`config.mk`:
```
export PLATFORM = sky130hd
export DESIGN_NAME = handshake_const_check
export DESIGN_NICKNAME = d
export VERILOG_FILES = /design/src/rtl/handshake_const_check.sv
export SDC_FILE = /design/constraint.sdc
export NUM_CORES = 1
export LEC_CHECK = 0
export BUFFER_PORTS_ARGS = -buffer_cell sky130_fd_sc_hd__buf_4
export CORE_MARGIN = 2
export CORE_UTILIZATION = 40
export CTS_CLUSTER_SIZE = 14
export DETAILED_ROUTE_END_ITERATION = 16
export PLACE_DENSITY = 0.67
export SLEW_MARGIN = 40
export SYNTH_ARGS = -nofsm -noshare
export SYNTH_HDL_FRONTEND = slang
export SYNTH_SLANG_ARGS = --single-unit
```
`constraint.sdc`:
```
create_clock -name clk -period 2.35 [get_ports clk]
set_clock_uncertainty 0.2 [all_clocks]
set_input_delay 0.235 -clock clk [delete_from_list [all_inputs] [get_ports clk]]
set_output_delay 0.235 -clock clk [all_outputs]
set_load 0.05 [all_outputs]
```
`src/rtl/handshake_const_check.sv`:
```
// Constant-token checker: compares each input token with CONST_VALUE and emits one control
// token carrying the match bit, through a 2-entry skid buffer, with saturating debug counters.
module handshake_const_check #(
  parameter int unsigned DATA_WIDTH  = 32,
  parameter int unsigned CONST_VALUE = 14,
  parameter int unsigned CNT_WIDTH   = 16
) (
  input  logic                  clk,
  input  logic                  rst,
  input  logic [DATA_WIDTH-1:0] ins,
  input  logic                  ins_valid,
  output logic                  ins_ready,
  output logic                  ctrl_valid,
  output logic                  ctrl_match,
  input  logic                  ctrl_ready,
  output logic [CNT_WIDTH-1:0]  tok_count,
  output logic [CNT_WIDTH-1:0]  err_count,
  output logic                  err_sticky
);

  typedef enum logic [1:0] {StEmpty, StOne, StFull} state_e;

  localparam logic [DATA_WIDTH-1:0] ConstExt = DATA_WIDTH'(CONST_VALUE);
  localparam logic [CNT_WIDTH-1:0]  CntMax   = '1;

  state_e               state_q, state_d;
  logic                 head_q, head_d;
  logic                 skid_q, skid_d;
  logic [CNT_WIDTH-1:0] tok_q, tok_d;
  logic [CNT_WIDTH-1:0] err_q, err_d;
  logic                 sticky_q, sticky_d;

  logic in_fire, out_fire, match;

  // Handshake outputs come straight from state flops: no ready-to-ready path.
  assign ins_ready  = (state_q != StFull);
  assign ctrl_valid = (state_q != StEmpty);
  assign ctrl_match = (state_q != StEmpty) & head_q;

  assign in_fire  = ins_valid & ins_ready;
  assign out_fire = ctrl_valid & ctrl_ready;
  assign match    = (ins == ConstExt);

  always_comb begin
    state_d = state_q;
    head_d  = head_q;
    skid_d  = skid_q;
    unique case (state_q)
      StEmpty: begin
        if (in_fire) begin
          state_d = StOne;
          head_d  = match;
        end
      end
      StOne: begin
        if (in_fire && out_fire) begin
          head_d = match;
        end else if (in_fire) begin
          state_d = StFull;
          skid_d  = match;
        end else if (out_fire) begin
          state_d = StEmpty;
        end
      end
      StFull: begin
        if (out_fire) begin
          state_d = StOne;
          head_d  = skid_q;
        end
      end
      default: state_d = StEmpty;
    endcase
  end

  always_comb begin
    tok_d    = tok_q;
    err_d    = err_q;
    sticky_d = sticky_q;
    if (out_fire) begin
      if (tok_q != CntMax) tok_d = tok_q + 1'b1;
      if (!head_q) begin
        if (err_q != CntMax) err_d = err_q + 1'b1;
        sticky_d = 1'b1;
      end
    end
  end

  always_ff @(posedge clk or negedge rst) begin
    if (!rst) begin
      state_q  <= StEmpty;
      head_q   <= 1'b0;
      skid_q   <= 1'b0;
      tok_q    <= '0;
      err_q    <= '0;
      sticky_q <= 1'b0;
    end else begin
      state_q  <= state_d;
      head_q   <= head_d;
      skid_q   <= skid_d;
      tok_q    <= tok_d;
      err_q    <= err_d;
      sticky_q <= sticky_d;
    end
  end

  assign tok_count  = tok_q;
  assign err_count  = err_q;
  assign err_sticky = sticky_q;

endmodule

```
==> impl_metrics.tcl, run 1 <==
set metrics [dict create \
    status "finished, final reports clean" \
    stdcell_count 334 \
    critical_path_class "input port to flip-flop" \
    worstReg2RegEnd "err_count[14]" \
    ir_drop_mv 0.750 \
    die_x_um 73.9 \
    post_cts_buffers 0 \
    syn_to_final_growth_pct 36.5 \
    htree_levels 2 \
    utilization_pct 56.4 \
    start_util_pct 41.3 \
    stdcell_area_um2 2670 \
    crit_start "ctrl_ready" \
    grt_pass1_vias 1685 \
    core_area_um2 4720 \
    synth_nets 226 \
    clkTransAtPathRegs_ns 0.07 \
    drive_above_1_share_pct 36.0 \
    insertedDiodeCount 0 \
    dp.cells 324 \
    slew_violations 0 \
    syn_area_per_cell_um2 10.4 \
    grt_pass1_wl_mm 7.51 \
    grt_max_degree 38 \
    gr-usage-all-layers_pct 17.8 \
    setup_viol 0 \
    cts_root_buf "clkbuf_8" \
    fmax_mhz 463 \
    wl_per_cell_um 13.3 \
    fin_total_pwr_mw 2.18 \
    drtAntennaViolNets 0 \
    crit_fanout 15 \
    nFillCells 430 \
    ys_types 41 \
    relSlewSlack_pct 59.5 \
    die_y_um 73.9 \
    antenna_found_initial 0 \
    num_rows 25 \
    hold_start "ins_valid" \
    cap_violations 0 \
    gp_congestion 0.777 \
    ys_ff_latch 37 \
    required_ns 2.33 \
    rr_worst_depth 5 \
    drc 0 \
    grt_overflow 0 \
    min_period_ns 2.16 \
    die_area_um2 5450 \
    drt-total-wl_mm 4.43 \
    cp-end-kind "flip-flop" \
    layout.nets 304 \
    powerDensity_nw_per_um2 819 \
    setup_tns_ns 0 \
    min_path_type "input port to flip-flop" \
    cp_data_arrival_time_ns 2.14 \
    cts.sinks 37 \
    finalHoldViolCount 0 \
    fin_hold_ws_ns 0.0971 \
    dp_hpwl_mm 3.36 \
    io_buffers 71 \
    period_share_pct 91.8 \
    numCtsBuffers 5 \
    layout_setup_ws_ns 0.192 \
    seqCellArea_um2 926 \
    reg2reg_slack_ns 0.22 \
    clock_latency_ns 0.29 \
    multiInputGateArea_um2 1000 \
    whs_path_depth 3 \
    avgViaCountPerCell 5.14 \
    rsz0062_at_grt "false" \
    io_pins 72 \
    dp_slack_ns 0.274 \
    vias 1717 \
    drt_first_pass_iters 4 \
    r2r_start "err_count[0]" \
    min_to "state_q[0]" \
    cp-start-kind "input port" \
    cts_tree "built" \
    netlist_instances 188 \
    synth_seq_area_share_pct 47.4 \
    p_leak_nw 1.25 \
    drt_iter0_drc 103 \
    placed_area_um2 2560 \
    tightest_slew_ns 0.601 \
    cts.path.max_buffers 2 \
    post_cts_resized 0 \
    yosys_warnings 0 \
    syn_area_um2 1950 \
]
layer usage:
metal / part of all wire, % / GRT usage (%)
met1: 46 / 22.1
met2: 49 / 29.9
met3: 4.0 / 3.70
met4: 1.6 / 7.68
met5: 0 / 0
Yosys cell counts (all sizes together):
cell / count / area share [%]
a21oi: 3 / 0.77
a31o: 1 / 0.45
and2: 2 / 0.64
and3: 6 / 1.9
and3b: 1 / 0.45
and4: 2 / 0.90
and4b: 1 / 0.51
buf: 2 / 0.51
clkbuf: 1 / 0.19
dfrtp: 37 / 47
ha: 2 / 1.3
inv: 2 / 0.38
mux2: 8 / 4.6
mux2i: 2 / 1.0
nand2: 17 / 3.3
nand2b: 4 / 1.3
nand3: 18 / 4.9
nand4: 12 / 4.5
nand4b: 3 / 1.3
nand4bb: 1 / 0.58
nor2: 11 / 2.2
nor2b: 1 / 0.32
nor3: 5 / 1.3
nor3b: 2 / 0.77
nor4: 10 / 4.0
nor4b: 1 / 0.45
nor4bb: 1 / 0.51
o21ai: 2 / 0.70
o22a: 1 / 0.45
o22ai: 1 / 0.32
o2bb2ai: 1 / 0.45
o31ai: 1 / 0.38
or2: 2 / 0.64
or4: 3 / 1.2
xnor2: 13 / 5.8
xor2: 8 / 3.6
power breakdown:
| group | internal [mW] | total [mW] | switching, mW |
|---|---|---|---|
| clock | 0.205 | 0.426 | 0.220 |
| combinational | 0.295 | 0.854 | 0.558 |
| sequential | 0.744 | 0.904 | 0.160 |
| total | 1.24 | 2.18 | 0.939 |
registers in the layout, summed over array words and instances, names as in the netlist:
register and flops:
tok_count 16, head_q 1, state_q 2, err_sticky 1, err_count 16, skid_q 1
critical path, cell delays in order:
cell           delay, ns
dlygate4sd3_1       0.53
buf_4               0.14
o21ai_2             0.18
nor4_1              0.60
nand3_1             0.15
mux2_2              0.29
worst max path at each step:
stage	to	cells past startpoint
final	err_count[14]	6
after global routing	err_count[14]	6
after floorplan	tok_count[10]	5
after detailed placement	err_count[14]	5
after CTS	err_count[14]	6
after global placement	err_count[14]	5
cell families after synthesis:
| group | synth area share, % |
|---|---|
| compound gates | 3.53 |
| xor+xnor | 9.42 |
| fa+ha+maj | 1.28 |
| buf+inv | 1.09 |
| flops | 47.4 |
| mux | 5.64 |
| simple gates | 31.6 |
area by class of cell:
cell class | count | share of cell area, %
Clock buffer | 6 | 2.72
Clock inverter | 2 | 0.376
Inverter | 2 | 0.282
Multi-Input combinational cell | 146 | 37.7
Sequential cell | 37 | 34.7
Tap cell | 67 | 3.15
Timing Repair Buffer | 74 | 21.0
cell usage in the layout, fill, tap and decap left out, types with 2 or more instances in the layout:
cell and instances:
nor3b_1 2, dfrtp_1 37, nand2_1 17, dlygate4sd3_1 2, inv_1 2, nand4_2 2
nor4_1 9, ha_1 2, clkinv_2 2, nand4_1 10, or4_1 3, nor3_1 5
a21oi_1 3, nand3_1 17, nor2_1 10, xor2_1 8, mux2i_1 2, and3_1 6
nand2b_1 4, mux2_2 8, buf_4 72, and2_1 2, nand4b_1 3, and4_1 2
xnor2_1 13, clkbuf_8 5, or2_2 2
what timing repair did:
action                                  in CTS  in global routing
hold buffers                                 2                  0
endpoints found under the setup margin       0                  0
endpoints found under the hold margin       38                  0
No activity file was read; power rests on OpenSTA's default activity.
==> run 2: changes to the inputs <==
--- a/config.mk
+++ b/config.mk
@@ -8,7 +8,7 @@
 export BUFFER_PORTS_ARGS = -buffer_cell sky130_fd_sc_hd__buf_4
 export CORE_MARGIN = 2
 export CORE_UTILIZATION = 40
-export CTS_CLUSTER_SIZE = 14
+export CTS_CLUSTER_SIZE = 10
 export DETAILED_ROUTE_END_ITERATION = 16
 export PLACE_DENSITY = 0.67
 export SLEW_MARGIN = 40
==> constraint.sdc (replaced) <==
create_clock -name clk -period 2.35 [get_ports clk]
set_clock_uncertainty 0.2 [all_clocks]
set_input_delay 0.1175 -clock clk [delete_from_list [all_inputs] [get_ports clk]]
set_output_delay 0.1175 -clock clk [all_outputs]
set_load 0.05 [all_outputs]
==> impl_metrics.tcl, run 2 (synthesis gave the netlist of run 1 again) <==
set metrics [dict create \
    stdcell_area_um2 2680 \
    critPathBufInv 0 \
    fmax_mhz 470 \
    post_cts_buffers 0 \
    setup_tns_ns 0 \
    htree_levels 2 \
    cp-end-kind "flip-flop" \
    final_common_cell "buf_4" \
    gr-usage-all-layers_pct 17.9 \
    grt_pass1_vias 1690 \
    powerDensity_nw_per_um2 817 \
    start_util_pct 41.3 \
    tightest_slew_ns 0.601 \
    wl_per_cell_um 13.3 \
    layout.nets 305 \
    ir_drop_mv 0.750 \
    io_pins 72 \
    cts.sinks 37 \
    p_leak_nw 1.26 \
    dp_hpwl_mm 3.36 \
    syn_to_final_growth_pct 37.1 \
    rsz0062_at_grt "false" \
    clock_latency_ns 0.29 \
    final_cell_mix "72 x buf_4, 37 x dfrtp_1, 17 x nand3_1, 17 x nand2_1, 13 x xnor2_1" \
    critPathTopFamily "simple AND/OR/NAND/NOR gates" \
    grt_max_degree 38 \
    die_y_um 73.9 \
    num_rows 25 \
    finalHoldViolCount 0 \
    cts_root_buf "clkbuf_8" \
    critical_path_class "flip-flop to flip-flop" \
    grt_pass1_wl_mm 7.53 \
    cp_slowest_stage_delay_ns 0.57 \
    slew_violations 0 \
    period_share_pct 90.5 \
    cap_violations 0 \
    io_buffers 71 \
    crit_fanout 5 \
    grt_overflow 0 \
    drtAntennaViolNets 0 \
    min_path_type "input port to async pin" \
    crit_chain "ha_1, nand4_1, nor4_1, nand3_1, mux2_2" \
    stdcell_count 335 \
    min_period_ns 2.13 \
    die_area_um2 5450 \
    dp.cells 324 \
    core_area_um2 4720 \
    drt_iter0_drc 104 \
    clkTransAtPathRegs_ns 0.07 \
    antenna_found_initial 0 \
    drt-total-wl_mm 4.44 \
    drc 0 \
    placed_area_um2 2560 \
    avgViaCountPerCell 5.15 \
    gp_congestion 0.777 \
    cts.path.max_buffers 2 \
    cp_slowest_cell "nor4_1" \
    cp_data_arrival_time_ns 2.10 \
    drt_first_pass_iters 4 \
    required_ns 2.33 \
    setup_viol 0 \
    relSlewSlack_pct 59.5 \
    drive_above_1_share_pct 35.8 \
    numCtsBuffers 5 \
    status "finished, final reports clean" \
    insertedDiodeCount 0 \
    die_x_um 73.9 \
    utilization_pct 56.6 \
    cp-start-kind "flip-flop" \
    vias 1726 \
    cts_tree "built" \
]
==> run 2: layer usage <==
metal,GRT usage (%),routed length (um),up-vias
met5,0,0,-
met4,7.68,70,0
met3,3.70,180,7
met2,29.9,2160,45
met1,22.2,2040,817
li1,-,-,857
==> run 2: stage by stage <==
stage	setup slack (ns)	total power, mW	hold slack [ns]
2_1_floorplan	0.102	1.47	-0.378
3_3_place_gp	0.306	1.76	-0.0925
3_5_place_dp	0.274	1.77	-0.0903
4_1_cts	0.257	2.21	0.126
5_1_grt	0.0874	2.30	0.146
6_report	0.224	2.18	0.115
==> run 2: area by class of cell <==
cell class	count	area, um2
clock buffer	6	72.6
clock inverter	2	10.0
fill	429	2050
inverter	2	7.51
multi-input combinational	146	1000
sequential	37	926
tap	67	83.8
timing repair buffer	75	571
==> run 2: report_power, final <==
part	internal, mW	switching [mW]	total (mW)
Sequential	0.744	0.160	0.904
Clock	0.205	0.220	0.426
Combinational	0.296	0.559	0.855
Total	1.25	0.939	2.18
==> run 2: worst paths after layout <==
| check | from | to | slack, ns | depth (start not counted) |
|---|---|---|---|---|
| min | rst | err_count[7] | 0.11 | 2 |
| max reg2reg | err_count[0] | err_count[14] | 0.22 | 5 |
| min in group clk | ins[14] | head_q | 0.13 | 5 |
| max | err_count[0] | err_count[14] | 0.22 | 5 |
| max in group asynchronous | rst | err_count[1] | 1.50 | 2 |
| min reg2reg | err_sticky | err_sticky | 0.29 | 1 |
==> run 2: worst reg2reg max path, delay by kind of cell (launching register included) <==
kind | cells | cell delay [ns]
DFF | 1 | 0.40
and+or+nand+nor | 3 | 0.92
muxes | 1 | 0.29
adders and majority gates | 1 | 0.21
==> run 2: repair_timing <==
action                                 in CTS  in global routing
resized for setup                           0                  0
hold buffers                                3                  0
endpoints found under the hold margin      39                  0
==> run 3: changes to the inputs <==
--- a/config.mk
+++ b/config.mk
@@ -6,7 +6,6 @@
 export NUM_CORES = 1
 export LEC_CHECK = 0
 export BUFFER_PORTS_ARGS = -buffer_cell sky130_fd_sc_hd__buf_4
-export CORE_MARGIN = 2
 export CORE_UTILIZATION = 40
 export CTS_CLUSTER_SIZE = 10
 export DETAILED_ROUTE_END_ITERATION = 16
==> impl_metrics.tcl, run 3 (synthesis gave the netlist of run 1 again) <==
set metrics [dict create \
    status "finished, final reports clean" \
    avgViaCountPerCell 5.27 \
    grt_overflow 0 \
    dp.cells 324 \
    cts_root_buf "clkbuf_8" \
    period_share_pct 89.6 \
    switching_share_pct 41.4 \
    drt_first_pass_iters 4 \
    vias 1764 \
    syn_to_final_growth_pct 38.7 \
    tightest_slew_ns 0.640 \
    io_pins 72 \
    rsz0062_at_grt "false" \
    layout.nets 305 \
    core_area_um2 4720 \
    cap_violations 0 \
    pwr-share-comb_pct 37.0 \
    numCtsBuffers 5 \
    gp_congestion 0.776 \
    p_clk_share_pct 23.9 \
    fmax_mhz 475 \
    insertedDiodeCount 0 \
    drtAntennaViolNets 0 \
    start_util_pct 41.3 \
    num_rows 25 \
    grt_pass1_vias 1645 \
    die_area_um2 5160 \
    powerDensity_nw_per_um2 856 \
    min_path_type "input port to async pin" \
    htree_levels 2 \
    grt_max_degree 38 \
    cp-end-kind "flip-flop" \
    drt_iter0_drc 79 \
    drt-total-wl_mm 4.40 \
    p_leak_nw 1.27 \
    cts_tree "built" \
    cp_data_arrival_time_ns 2.08 \
    antenna_found_initial 0 \
    post_cts_resized 0 \
    grt_pass1_wl_mm 7.50 \
    cp-start-kind "flip-flop" \
    cts.sinks 37 \
    die_x_um 71.9 \
    cts.path.max_buffers 2 \
    clock_latency_ns 0.29 \
    clkTransAtPathRegs_ns 0.08 \
    setup_viol 0 \
    finalHoldViolCount 0 \
    final_cell_mix "72 x buf_4, 37 x dfrtp_1, 17 x nand3_1, 17 x nand2_1, 13 x xnor2_1" \
    p_sw_mw 0.961 \
    required_ns 2.32 \
    die_y_um 71.9 \
    gr-usage-all-layers_pct 18.4 \
    crit_chain "o21ai_2, nor2_1, nand2_1, mux2_2" \
    cp_slowest_cell "o21ai_2" \
    critical_path_class "flip-flop to flip-flop" \
    cellInternalPower_mw 1.36 \
    drive_above_1_share_pct 36.2 \
    setup_tns_ns 0 \
    final_common_cell "buf_4" \
    p_seq_share_pct 39.1 \
    relSlewSlack_pct 57.3 \
    crit_fanout 15 \
    ir_drop_mv 0.690 \
    slew_violations 0 \
    dp_hpwl_mm 3.28 \
    wl_per_cell_um 13.1 \
    cp_slowest_stage_delay_ns 0.56 \
    drc 0 \
    io_buffers 71 \
    stdcell_count 335 \
    min_period_ns 2.11 \
]
run 3: path summary, 6_finish.rpt:
check                      startpoint            to  slack, ns  cells after the start
max in group asynchronous         rst  err_count[2]       1.51                      2
max                        state_q[1]  err_count[1]       0.24                      4
min                               rst  err_count[7]       0.12                      2
min in group clk              ins[14]        head_q       0.13                      5
min reg2reg                err_sticky    err_sticky       0.29                      1
max reg2reg                state_q[1]  err_count[1]       0.24                      4
run 3: repair_timing:
item,in CTS,in global routing
buffers inserted,0,0
endpoints found under the hold margin,39,0
hold buffers,3,0
run 3: per-stage QoR:
stage	instance area (um2)	hold slack [ns]	utilization (%)	worst slack, ns	total power [mW]
2_1_floorplan	1950	-0.378	-	0.102	1.47
3_3_place_gp	2560	-0.0914	54.3	0.343	1.76
3_5_place_dp	2560	-0.0899	54.3	0.250	1.77
4_1_cts	2710	0.113	57.3	0.232	2.35
5_1_grt	2710	0.156	57.3	0.0887	2.44
6_report	2710	0.121	57.3	0.244	2.32
run 3: layer usage:
metal | global-route usage [%] | share of wire [%] | vias up
met3 | 3.66 | 4.2 | 5
met1 | 25.0 | 47 | 857
met4 | 7.63 | 1.2 | 0
met2 | 28.8 | 47 | 45
li1 | - | - | 857
met5 | 0 | 0 | -
run 3: worst max-delay path: cells and delay by family (launching register included):
kind | cells | cell delay [ns]
multiplexers | 1 | 0.34
AO/OA/AOI/OAI | 1 | 0.56
AND/OR/NAND/NOR | 2 | 0.44
flip-flops | 1 | 0.45
run 3: power by group through the flow:
stage	Clock [mW]	Combinational (mW)	Sequential (mW)
after floorplan	0	0.225	1.24
after global placement	0	0.851	0.914
after detailed placement	0	0.856	0.917
after CTS	0.577	0.866	0.904
after global routing	0.600	0.913	0.931
final	0.554	0.857	0.907
run 3: area by class of cell:
class,instances,area [um2]
clock buffer,5,68.8
fill,443,2020
timing repair buffer,75,571
sequential,37,926
clock inverter,3,46.3
inverter,2,7.51
multi-input combinational,146,1000
tap,67,83.8
